File: src/rtl/issue_ctrl.sv
// -----------------------------------------------------------------------------
// issue_ctrl
// Dual-issue dispatch scheduler sitting between the instruction buffer head and
// the execute stage. Each cycle it looks at the two oldest buffer entries (a is
// the older one) and decides how many of them leave the buffer (o_size).
// It owns the long-latency register scoreboard, the in-flight instruction
// counter and a small FSM that serializes CSR/ertn/idle-class and excepting
// instructions.
//
// Ports
//   clk, reset        clock, synchronous active-high reset
//   flush             pipeline redirect: kills everything in flight
//   a_* / b_*         buffer entry 0 / entry 1: valid, kind, dest, r1, r2, excp
//   ex_ready          execute stage accepts a group this cycle
//   wb_vld, wb_dest*  long-latency writebacks clearing scoreboard bits
//   commit_cnt        instructions retired this cycle (0..2)
//   o_size            entries popped/issued this cycle (0..2)
//   o_a_issue/o_b_issue  per-entry issue strobes (b implies a)
//   busy_mask         scoreboard, bit 0 always clear
//   state             FSM state (RUN=0, DRAIN=1, HOLD=2)
// -----------------------------------------------------------------------------
module issue_ctrl #(
    parameter int MAX_INFLIGHT = 16
) (
    input  logic        clk,
    input  logic        reset,
    input  logic        flush,
    input  logic        a_valid,
    input  logic [2:0]  a_kind,
    input  logic [4:0]  a_dest,
    input  logic [4:0]  a_r1,
    input  logic [4:0]  a_r2,
    input  logic        a_have_excp,
    input  logic        b_valid,
    input  logic [2:0]  b_kind,
    input  logic [4:0]  b_dest,
    input  logic [4:0]  b_r1,
    input  logic [4:0]  b_r2,
    input  logic        b_have_excp,
    input  logic        ex_ready,
    input  logic [1:0]  wb_vld,
    input  logic [4:0]  wb_dest0,
    input  logic [4:0]  wb_dest1,
    input  logic [1:0]  commit_cnt,
    output logic [1:0]  o_size,
    output logic        o_a_issue,
    output logic        o_b_issue,
    output logic [31:0] busy_mask,
    output logic [1:0]  state
);

    localparam int CW = $clog2(MAX_INFLIGHT + 1);
    localparam logic [CW:0] MAX_W = (CW+1)'(MAX_INFLIGHT);

    localparam logic [2:0] K_BR     = 3'd1;
    localparam logic [2:0] K_MEM    = 3'd2;
    localparam logic [2:0] K_MULDIV = 3'd3;
    localparam logic [2:0] K_SERIAL = 3'd4;

    typedef enum logic [1:0] {
        ST_RUN   = 2'd0,
        ST_DRAIN = 2'd1,
        ST_HOLD  = 2'd2
    } state_t;

    state_t         state_q, state_d;
    logic [CW-1:0]  inflight_q, inflight_d;
    logic [31:0]    busy_q, busy_d;

    logic           a_ser_s, b_ser_s, a_haz_s, b_haz_s;
    logic           room1_s, room2_s, idle_s;
    logic           a_ok_s, b_ok_s, pair_ok_s;
    logic           kill_s;
    logic [CW:0]    sum_s, cmt_s;
    logic [31:0]    set_s, clr_s;

    // RAW + WAW check against the scoreboard; reg 0 is never marked busy.
    function automatic logic sb_haz(input logic [31:0] busy, input logic [4:0] d,
                                    input logic [4:0] r1, input logic [4:0] r2);
        return busy[d] | busy[r1] | busy[r2];
    endfunction

    // Kinds 4..7 and anything carrying an exception go through the FSM alone.
    function automatic logic is_serial(input logic [2:0] kind, input logic excp);
        return (kind >= K_SERIAL) | excp;
    endfunction

    // Only MEM and MULDIV results come back late enough to need the scoreboard.
    function automatic logic is_long(input logic [2:0] kind);
        return (kind == K_MEM) | (kind == K_MULDIV);
    endfunction

    // One-hot mask of a register, gated by an enable.
    function automatic logic [31:0] reg_bit(input logic en, input logic [4:0] r);
        return {32{en}} & (32'd1 << r);
    endfunction

    assign kill_s = reset | flush;

    // Issue decision for the two head entries.
    always_comb begin
        a_ser_s = is_serial(a_kind, a_have_excp);
        b_ser_s = is_serial(b_kind, b_have_excp);
        a_haz_s = sb_haz(busy_q, a_dest, a_r1, a_r2);
        b_haz_s = sb_haz(busy_q, b_dest, b_r1, b_r2);
        idle_s  = (inflight_q == {CW{1'b0}});
        room1_s = (({1'b0, inflight_q} + (CW+1)'(1)) <= MAX_W);
        room2_s = (({1'b0, inflight_q} + (CW+1)'(2)) <= MAX_W);

        case (state_q)
            ST_RUN:   a_ok_s = a_valid & ex_ready & room1_s & ~a_haz_s & (~a_ser_s | idle_s);
            ST_DRAIN: a_ok_s = a_valid & ex_ready & idle_s & ~a_haz_s;
            default:  a_ok_s = 1'b0;
        endcase

        // Pairing rules: branch closes the group, one MEM port, one MULDIV unit,
        // no RAW or WAW between a and b inside the group.
        pair_ok_s = ~a_ser_s & ~b_ser_s & (a_kind != K_BR)
                  & ~((a_kind == b_kind) & is_long(a_kind))
                  & ~((a_dest != 5'd0) & ((a_dest == b_r1) | (a_dest == b_r2) | (a_dest == b_dest)));

        b_ok_s = a_ok_s & (state_q == ST_RUN) & b_valid & room2_s & ~b_haz_s & pair_ok_s;

        o_a_issue = a_ok_s & ~kill_s;
        o_b_issue = b_ok_s & ~kill_s;
        o_size    = {1'b0, o_a_issue} + {1'b0, o_b_issue};
    end

    // Next-state for scoreboard, in-flight counter and FSM.
    always_comb begin
        busy_d     = busy_q;
        inflight_d = inflight_q;
        state_d    = state_q;

        clr_s = reg_bit(wb_vld[0], wb_dest0) | reg_bit(wb_vld[1], wb_dest1);
        set_s = reg_bit(o_a_issue & is_long(a_kind), a_dest)
              | reg_bit(o_b_issue & is_long(b_kind), b_dest);

        sum_s = {1'b0, inflight_q} + {{(CW-1){1'b0}}, o_size};
        cmt_s = {{(CW-1){1'b0}}, commit_cnt};

        if (flush) begin
            // Flush discards same-cycle commits and writebacks.
            busy_d     = 32'd0;
            inflight_d = {CW{1'b0}};
            state_d    = ST_RUN;
        end else begin
            // Set after clear so a new producer wins over an old writeback.
            busy_d = ((busy_q & ~clr_s) | set_s) & ~32'd1;

            if (cmt_s > sum_s) begin
                inflight_d = {CW{1'b0}};
            end else begin
                inflight_d = CW'(sum_s - cmt_s);
            end

            case (state_q)
                ST_RUN: begin
                    if (o_a_issue & a_ser_s) begin
                        state_d = ST_HOLD;
                    end else if (a_valid & a_ser_s & ~idle_s) begin
                        state_d = ST_DRAIN;
                    end else begin
                        state_d = ST_RUN;
                    end
                end
                ST_DRAIN: begin
                    if (o_a_issue) begin
                        state_d = ST_HOLD;
                    end else begin
                        state_d = ST_DRAIN;
                    end
                end
                ST_HOLD: begin
                    // The serialized instruction has retired once nothing is left.
                    if (inflight_d == {CW{1'b0}}) begin
                        state_d = ST_RUN;
                    end else begin
                        state_d = ST_HOLD;
                    end
                end
                default: state_d = ST_RUN;
            endcase
        end
    end

    // State registers with synchronous reset.
    always_ff @(posedge clk) begin
        if (reset) begin
            state_q    <= ST_RUN;
            inflight_q <= {CW{1'b0}};
            busy_q     <= 32'd0;
        end else begin
            state_q    <= state_d;
            inflight_q <= inflight_d;
            busy_q     <= busy_d;
        end
    end

    assign busy_mask = busy_q;
    assign state     = state_q;

    issue_ctrl_chk #(.CW(CW)) u_chk (
        .clk        (clk),
        .reset      (reset),
        .flush      (flush),
        .a_valid    (a_valid),
        .commit_cnt (commit_cnt),
        .inflight   (inflight_q),
        .state      (state_q)
    );

endmodule

// -----------------------------------------------------------------------------
// issue_ctrl_chk
// Protocol checks on the inputs of issue_ctrl: retirements never exceed what
// is in flight, and the buffer never presents an empty head while draining.
// -----------------------------------------------------------------------------
module issue_ctrl_chk #(
    parameter int CW = 5
) (
    input logic          clk,
    input logic          reset,
    input logic          flush,
    input logic          a_valid,
    input logic [1:0]    commit_cnt,
    input logic [CW-1:0] inflight,
    input logic [1:0]    state
);

    // More retirements than issued instructions is an upstream bug.
    a_commit_le_inflight: assert property (@(posedge clk) disable iff (reset || flush)
        ({{(CW-1){1'b0}}, commit_cnt} <= {1'b0, inflight}));

    // The buffer only empties on flush, so a drained head must still be there.
    a_drain_head_valid: assert property (@(posedge clk) disable iff (reset || flush)
        (state == 2'd1) |-> a_valid);

endmodule

File: config.mk
export PLATFORM = sky130hd
export DESIGN_NAME = issue_ctrl
export DESIGN_NICKNAME = d
export VERILOG_FILES = /design/src/rtl/issue_ctrl.sv
export SDC_FILE = /design/constraint.sdc
export NUM_CORES = 1
export LEC_CHECK = 0
export BUFFER_PORTS_ARGS = -buffer_cell sky130_fd_sc_hd__buf_2
export CAP_MARGIN = 20
export CORE_AREA = 5 5 198 104
export CTS_CLUSTER_DIAMETER = 150
export DETAILED_ROUTE_END_ITERATION = 10
export DIE_AREA = 0 0 203 109
export GPL_TIMING_DRIVEN = 0
export PLACE_DENSITY = 0.45
export SYNTH_ARGS = -nofsm -noshare
export SYNTH_HDL_FRONTEND = slang
export SYNTH_SLANG_ARGS = --single-unit
File: constraint.sdc
create_clock -name clk -period 6.7 [get_ports clk]
set_input_delay 0.67 -clock clk [delete_from_list [all_inputs] [get_ports clk]]
set_output_delay 0.67 -clock clk [all_outputs]
set_load 0.03 [all_outputs]
# == Yosys cells after proc, flatten, opt, wreduce, memory -nomap -nowiden ==
# Index checks and enable logic that the tools add are counted.
# classes
n_addsub,5
n_lt_le_gt_ge,11
n_eq_ne,11
shifts,4
mux,20
bitwise,53
reduce_logical,5
# ops
operator,n
32-bit AND,5
1-bit by 5-bit << shifter with 32-bit output (first input constant),4
32-bit bitwise OR,3
5-bit by 6-bit less-than comparator with 1-bit output (second input constant),6
32-bit inverter,1
1-bit binary-select mux with 5-bit select,6
1-bit AND,24
5-bit equality test,3
3-bit by 2-bit equality test with 1-bit output (second input constant),4
6-bit by 5-bit <= comparator with 1-bit output (second input constant),2
1-bit bitwise OR,12
5-bit zero test,2
5-bit 2-to-1 mux,2
1-bit inverter,8
1-bit 2-to-1 mux,7
5-bit by 1-bit adder with 6-bit output (second input constant),1
5-bit by 2-bit adder with 6-bit output,1
5-bit by 2-bit adder with 6-bit output (second input constant),1
3-bit greater-or-equal comparator (second input constant),2
2-bit by 6-bit > comparator with 1-bit output,1
2-bit 2-to-1 mux,3
2-bit case mux with 3 select lines,1
5-bit nonzero test,1
5-bit by 2-bit subtractor with 5-bit output,1
8 further kinds,8
# totals
ff_bits,39
input_bits,58
output_inout_bits,38
word_cells,113

# == Depth between registers and ports, before layout ==
# logic_depth
word_depth,22
ltp_mapped,19
depth_no_buf,18

# == Worst setup path before layout ==
# No wires, ideal clock.
# synth_timing
path_type,input port to flip-flop
start,in a_r1[1]
end,"reg state_q[1], in the netlist state[1]"
setup_ps,126
t_arrival_ps,5752
t_required_ps,6574
setup_slack_ps,822
cell_stages,19
cell_sequence,clkbuf_1 > buf_1 > mux2i_1 > nand2_1 > a31oi_1 > nand3_1 > nand2b_1 > nor4_1 > ha_1 > ha_1 > fa_1 > ha_1 > nor2b_1 > nor3_1 > xnor2_1 > xnor2_1 > nand4_1 > o21ai_0 > o21ai_0
# synth_between
word_cells_on_any_way,28
classes_between,3 x add/sub; 1 x order compare; 9 x mux; 14 x bitwise; 1 x reduce/logical
# synth_lines
element,line,text
"start, declared",31,"input logic [4:0] a_r1,"
1-bit binary-select mux with 5-bit select (*),80,return busy[d] | busy[r1] | busy[r2];
1-bit 2-to-1 mux (not written as such) (*),80,
1-bit bitwise OR (*) (2 in a row),80,
1-bit inverter (*),"111, 112",
1-bit AND (2 in a row),111,ST_RUN: a_ok_s = a_valid & ex_ready & room1_s & ~a_haz_s & (~a_ser_s | idle_s);
1-bit case mux with 2 select lines (*),110,case (state_q)
1-bit AND (*),124,o_a_issue = a_ok_s & ~kill_s;
named net o_a_issue,46,"output logic o_a_issue,"
1-bit by 1-bit adder with 2-bit output (*),126,"o_size = {1'b0, o_a_issue} + {1'b0, o_b_issue};"
named net o_size[0],45,"output logic [1:0] o_size,"
5-bit by 2-bit adder with 6-bit output (*),139,"sum_s = {1'b0, inflight_q} + {{(CW-1){1'b0}}, o_size};"
5-bit by 2-bit subtractor with 5-bit output or 2-bit by 6-bit > comparator with 1-bit output (tied branches),"154, 151",
5-bit 2-to-1 mux (*),151,if (cmt_s > sum_s) begin
5-bit 2-to-1 mux (*),142,if (flush) begin
5-bit zero test (*),176,if (inflight_d == {CW{1'b0}}) begin
2-bit 2-to-1 mux (*),176,
2-bit case mux with 3 select lines (*),157,case (state_q)
"end signal, assigned",194,state_q <= state_d;
"end, declared",66,"state_t state_q, state_d;"
# Mark *: on every way through the listed nets, which the timed path passes. The rest lies on a longest branch. The select of a mux whose other input is x is not followed.
# A chain may end at the register's enable or synchronous reset.

# == Worst setup path in the final report ==
# layout_timing
start,in a_r1[1]
end,"reg state_q[1], in the netlist state[1]"
# layout_between
elab_chain_len,22
word_cells_on_any_way,28
classes_between,3 x add/sub; 1 x order compare; 9 x mux; 14 x bitwise; 1 x reduce/logical
# layout_lines
element,line,text
1-bit binary-select mux with 5-bit select (*),80,
1-bit 2-to-1 mux (not written as such) (*),80,
1-bit bitwise OR (*) (2 in a row),80,
1-bit inverter (*),"111, 112",
1-bit AND (2 in a row),111,
1-bit case mux with 2 select lines (*),110,
1-bit AND (5 in a row),122,b_ok_s = a_ok_s & (state_q == ST_RUN) & b_valid & room2_s & ~b_haz_s & pair_ok_s;
1-bit AND,125,o_b_issue = b_ok_s & ~kill_s;
1-bit by 1-bit adder with 2-bit output,126,
5-bit by 2-bit adder with 6-bit output,139,
5-bit by 2-bit subtractor with 5-bit output or 2-bit by 6-bit > comparator with 1-bit output (tied branches),"154, 151",
5-bit 2-to-1 mux,151,
5-bit 2-to-1 mux,142,
5-bit zero test,176,
2-bit 2-to-1 mux,176,
2-bit case mux with 3 select lines (*),157,
# Mark *: on every way between the ends. The rest lies on a longest branch, timed or not. The select of a mux whose other input is x is not followed.

==> run_results.csv <==
group,metric,value,unit
yosys,syn_nets,627,
cts,cts.hold.buffers_added,0,
global_route,grt_pass1_vias,5092,
floorplanning,ioPinCount,96,
yosys,syn_inst,559,
cells_and_area,drive_gt1_share,22.76,%
place,dp_hpwl,17540,µm
route,postRouteAntennaNets,0,
floorplanning,rows,36,
timing,max_freq,0.1798,GHz
global_route,grt_max_degree,14,
timing,rsz0062_at_grt,"false",
power,leakage,2.063,nW
cts,root_buffer,"clkbuf_16",
power,p_int,0.0005119,W
global_route,grt_pass1_wl,33190,µm
timing,hold_viol_final,0,
yosys,async_flop_share,0,%
worst_hold_path,holdCritPathClass,"reg -> reg",
route,num_vias,5475,
cells_and_area,layout_common_cells,"buf_2, a21oi_1, nand2_1, dfxtp_1",
yosys,synth_area_leaders,"mux4_2, dfxtp_1, a21oi_1, nand2_1, mux2i_1",
power,pwr-share-seq,31.7,%
timing,slew_violations,0,
route,via_per_inst,6.131,
yosys,synth_top_area_cell,"mux4_2",
floorplanning,start_util,24.36,%
cells_and_area,syn_to_final_growth,19.70,%
setup_path,end_kind,"register",
yosys,ys_types,62,
timing,setup_viol,0,
route,route.detailed.drc,0,
cts,tritoncts,"built",
cells_and_area,layout_commonest_cell,"buf_2",
cts,clk-insertion-delay-late,0.29,ns
yosys,synth_seq_cells,38,
global_route,grt_use_total,20.00,%
cells_and_area,fin_util,29.16,%
setup_path,cp.arrival,5.73,ns
power,power.switching,0.0002230,W
timing,period_minus_slack,5.562,ns
setup_path,cp_max_fo,10,
yosys,yosysSeqAreaShare,16.54,%
yosys,netlist_area,4598,µm²
power,combPwrFrac,25.6,%
cts,cts_made_buffers,5,
yosys,yosys_warnings,0,
cts,path_clk_slew,0.06,ns
yosys,ys.flop_type,"dfxtp_1",
cts,cts_buffer_depth,2,
cells_and_area,final_nets,713,
route,dr.first_iter.drc_count,827,
floorplanning,die_w,203,µm
timing,tightestPinTransition,1.051,ns
route,drt_wl_total,22610,µm
timing,tns,0,ns
route,drt_pass1_iterations,5,
yosys,synth_top_area_share,17.63,%
floorplanning,dieArea,22130,µm²
power,switching_share,30.34,%
floorplanning,core_area,18870,µm²
timing,skew,0.002761,ns
setup_path,crit_type,"in -> reg",
place,place_congestion,0.9432,
yosys,synth-edff-count,0,
cts,cts_setup_buffers,0,
status,status,"complete, no violations",
floorplanning,die_y,109,µm
cts,htreeDepth,2,
flow_run,drv_cap,0,
power,total_power,0.0007349,W
timing,slew_headroom,29.79,%
power,power_density,133.5,nW/µm²
global_route,grt_overflow,0,
setup_path,worstSetupStartpointType,"primary input",
power,vdd_drop_max,0.07472,mV
yosys,syn_avg_cell_area,8.226,µm²
setup_path,critical_path_required,6.87,ns
power,p_clk_share,42.7,%
cells_and_area,antennaDiodeCount,0,
timing,timing.hold.ws,0.6657,ns
cts,cts_sinks,38,
place,io_buffers,75,
cts,cts_resized,0,
route,wl_per_cell,25.32,µm
timing,fin_crit_sh,83.01,%
global_route,antenna_found_initial,0,
-- logic make-up (layout without fill, tap and decap cells) --
| group | Yosys count | count (layout) | share of synthesized area, % |
|---|---|---|---|
| xor+xnor | 21 | 21 | 4.000 |
| other cells | 1 | 1 | 0.08155 |
| buf+inv | 50 | 137 | 4.626 |
| fa+ha+maj | 10 | 10 | 3.048 |
| mux | 63 | 63 | 23.70 |
| simple gates | 222 | 222 | 26.61 |
| compound gates | 154 | 154 | 21.39 |
| flops | 38 | 38 | 16.54 |
-- metrics by stage --
| step | worst slack, ns | cell area (µm²) | instances |
|---|---|---|---|
| after CTS | 1.181 | 5489 | 891 |
| final | 1.138 | 5504 | 893 |
| after detailed placement | 0.8847 | 5295 | 883 |
| after global placement | 0.9326 | 5283 | 881 |
| after global routing | 0.7710 | 5504 | 893 |
| after floorplan | 0.8220 | 4598 | 559 |
-- worst paths after layout --
kind / from / endpoint / slack [ns] / depth (start not counted)
min reg2reg: state[0] / state[0] / 0.67 / 1
max: a_r1[1] / state[1] / 1.14 / 19
min: state[0] / state[0] / 0.67 / 1
max reg2reg: busy_mask[5] / state[1] / 1.51 / 18
-- synth_stat cells (7+ instances only) --
master    count
nor3_1       16
dfxtp_1      38
nand2_1      56
mux4_2       36
a221oi_1     20
o31ai_1      12
nor3b_1      12
clkbuf_1     25
and3_1        7
nand3_1      25
nand2b_1     11
a21oi_1      58
nor2b_1      11
nand4_1       7
nor2_1       36
ha_1          8
xor2_1       14
xnor2_1       7
inv_1        12
o21ai_0      28
a31oi_1       8
mux2i_1      20
-- layout make-up --
class	instances	area, µm²
plain buffers	38	167.7
clock buffers	5	125.1
clock inverters	3	68.82
fillers	2029	13370
inverters	12	45.04
multi-input cells	471	3625
flip-flops and latches	38	760.7
well taps	247	309.0
repair buffers	79	402.9
-- sequential cells by signal (all words and copies together), names as in the netlist --
register and count:
busy_mask 31, inflight_q 5, state 2
-- critical path: stages --
cell and delay [ns]:
clkbuf_1 0.27, buf_1 0.59, mux2i_1 0.28, a22oi_1 0.11, nand3_1 0.10, nand3_1 0.39
nor4b_4 0.60, o2111a_1 0.32, ha_1 0.28, ha_1 0.23, fa_1 0.48, ha_1 0.33
nor2b_1 0.14, nor3_1 0.17, xnor2_1 0.16, xnor2_1 0.17, nand4_1 0.11, o21ai_0 0.20
o21ai_0 0.12
-- power groups by stage --
stage	combinational, W	sequential (W)	clock, W
after CTS	0.000185	0.000233	0.000316
final	0.000188	0.000233	0.000314
after global routing	0.000206	0.000233	0.000329
after global placement	0.000179	0.000238	0
after detailed placement	0.000184	0.000238	0
after floorplan	0.000125	0.000238	0
-- per-layer routing --
metal / track usage, % / routed length, µm / share of wire, %
met4: 3.146 / 276 / 1.2
met1: 32.13 / 11260 / 50
met5: 0 / 0 / 0
met2: 26.33 / 8239 / 36
met3: 5.230 / 2835 / 13
No activity file was read; power rests on OpenSTA's default activity.
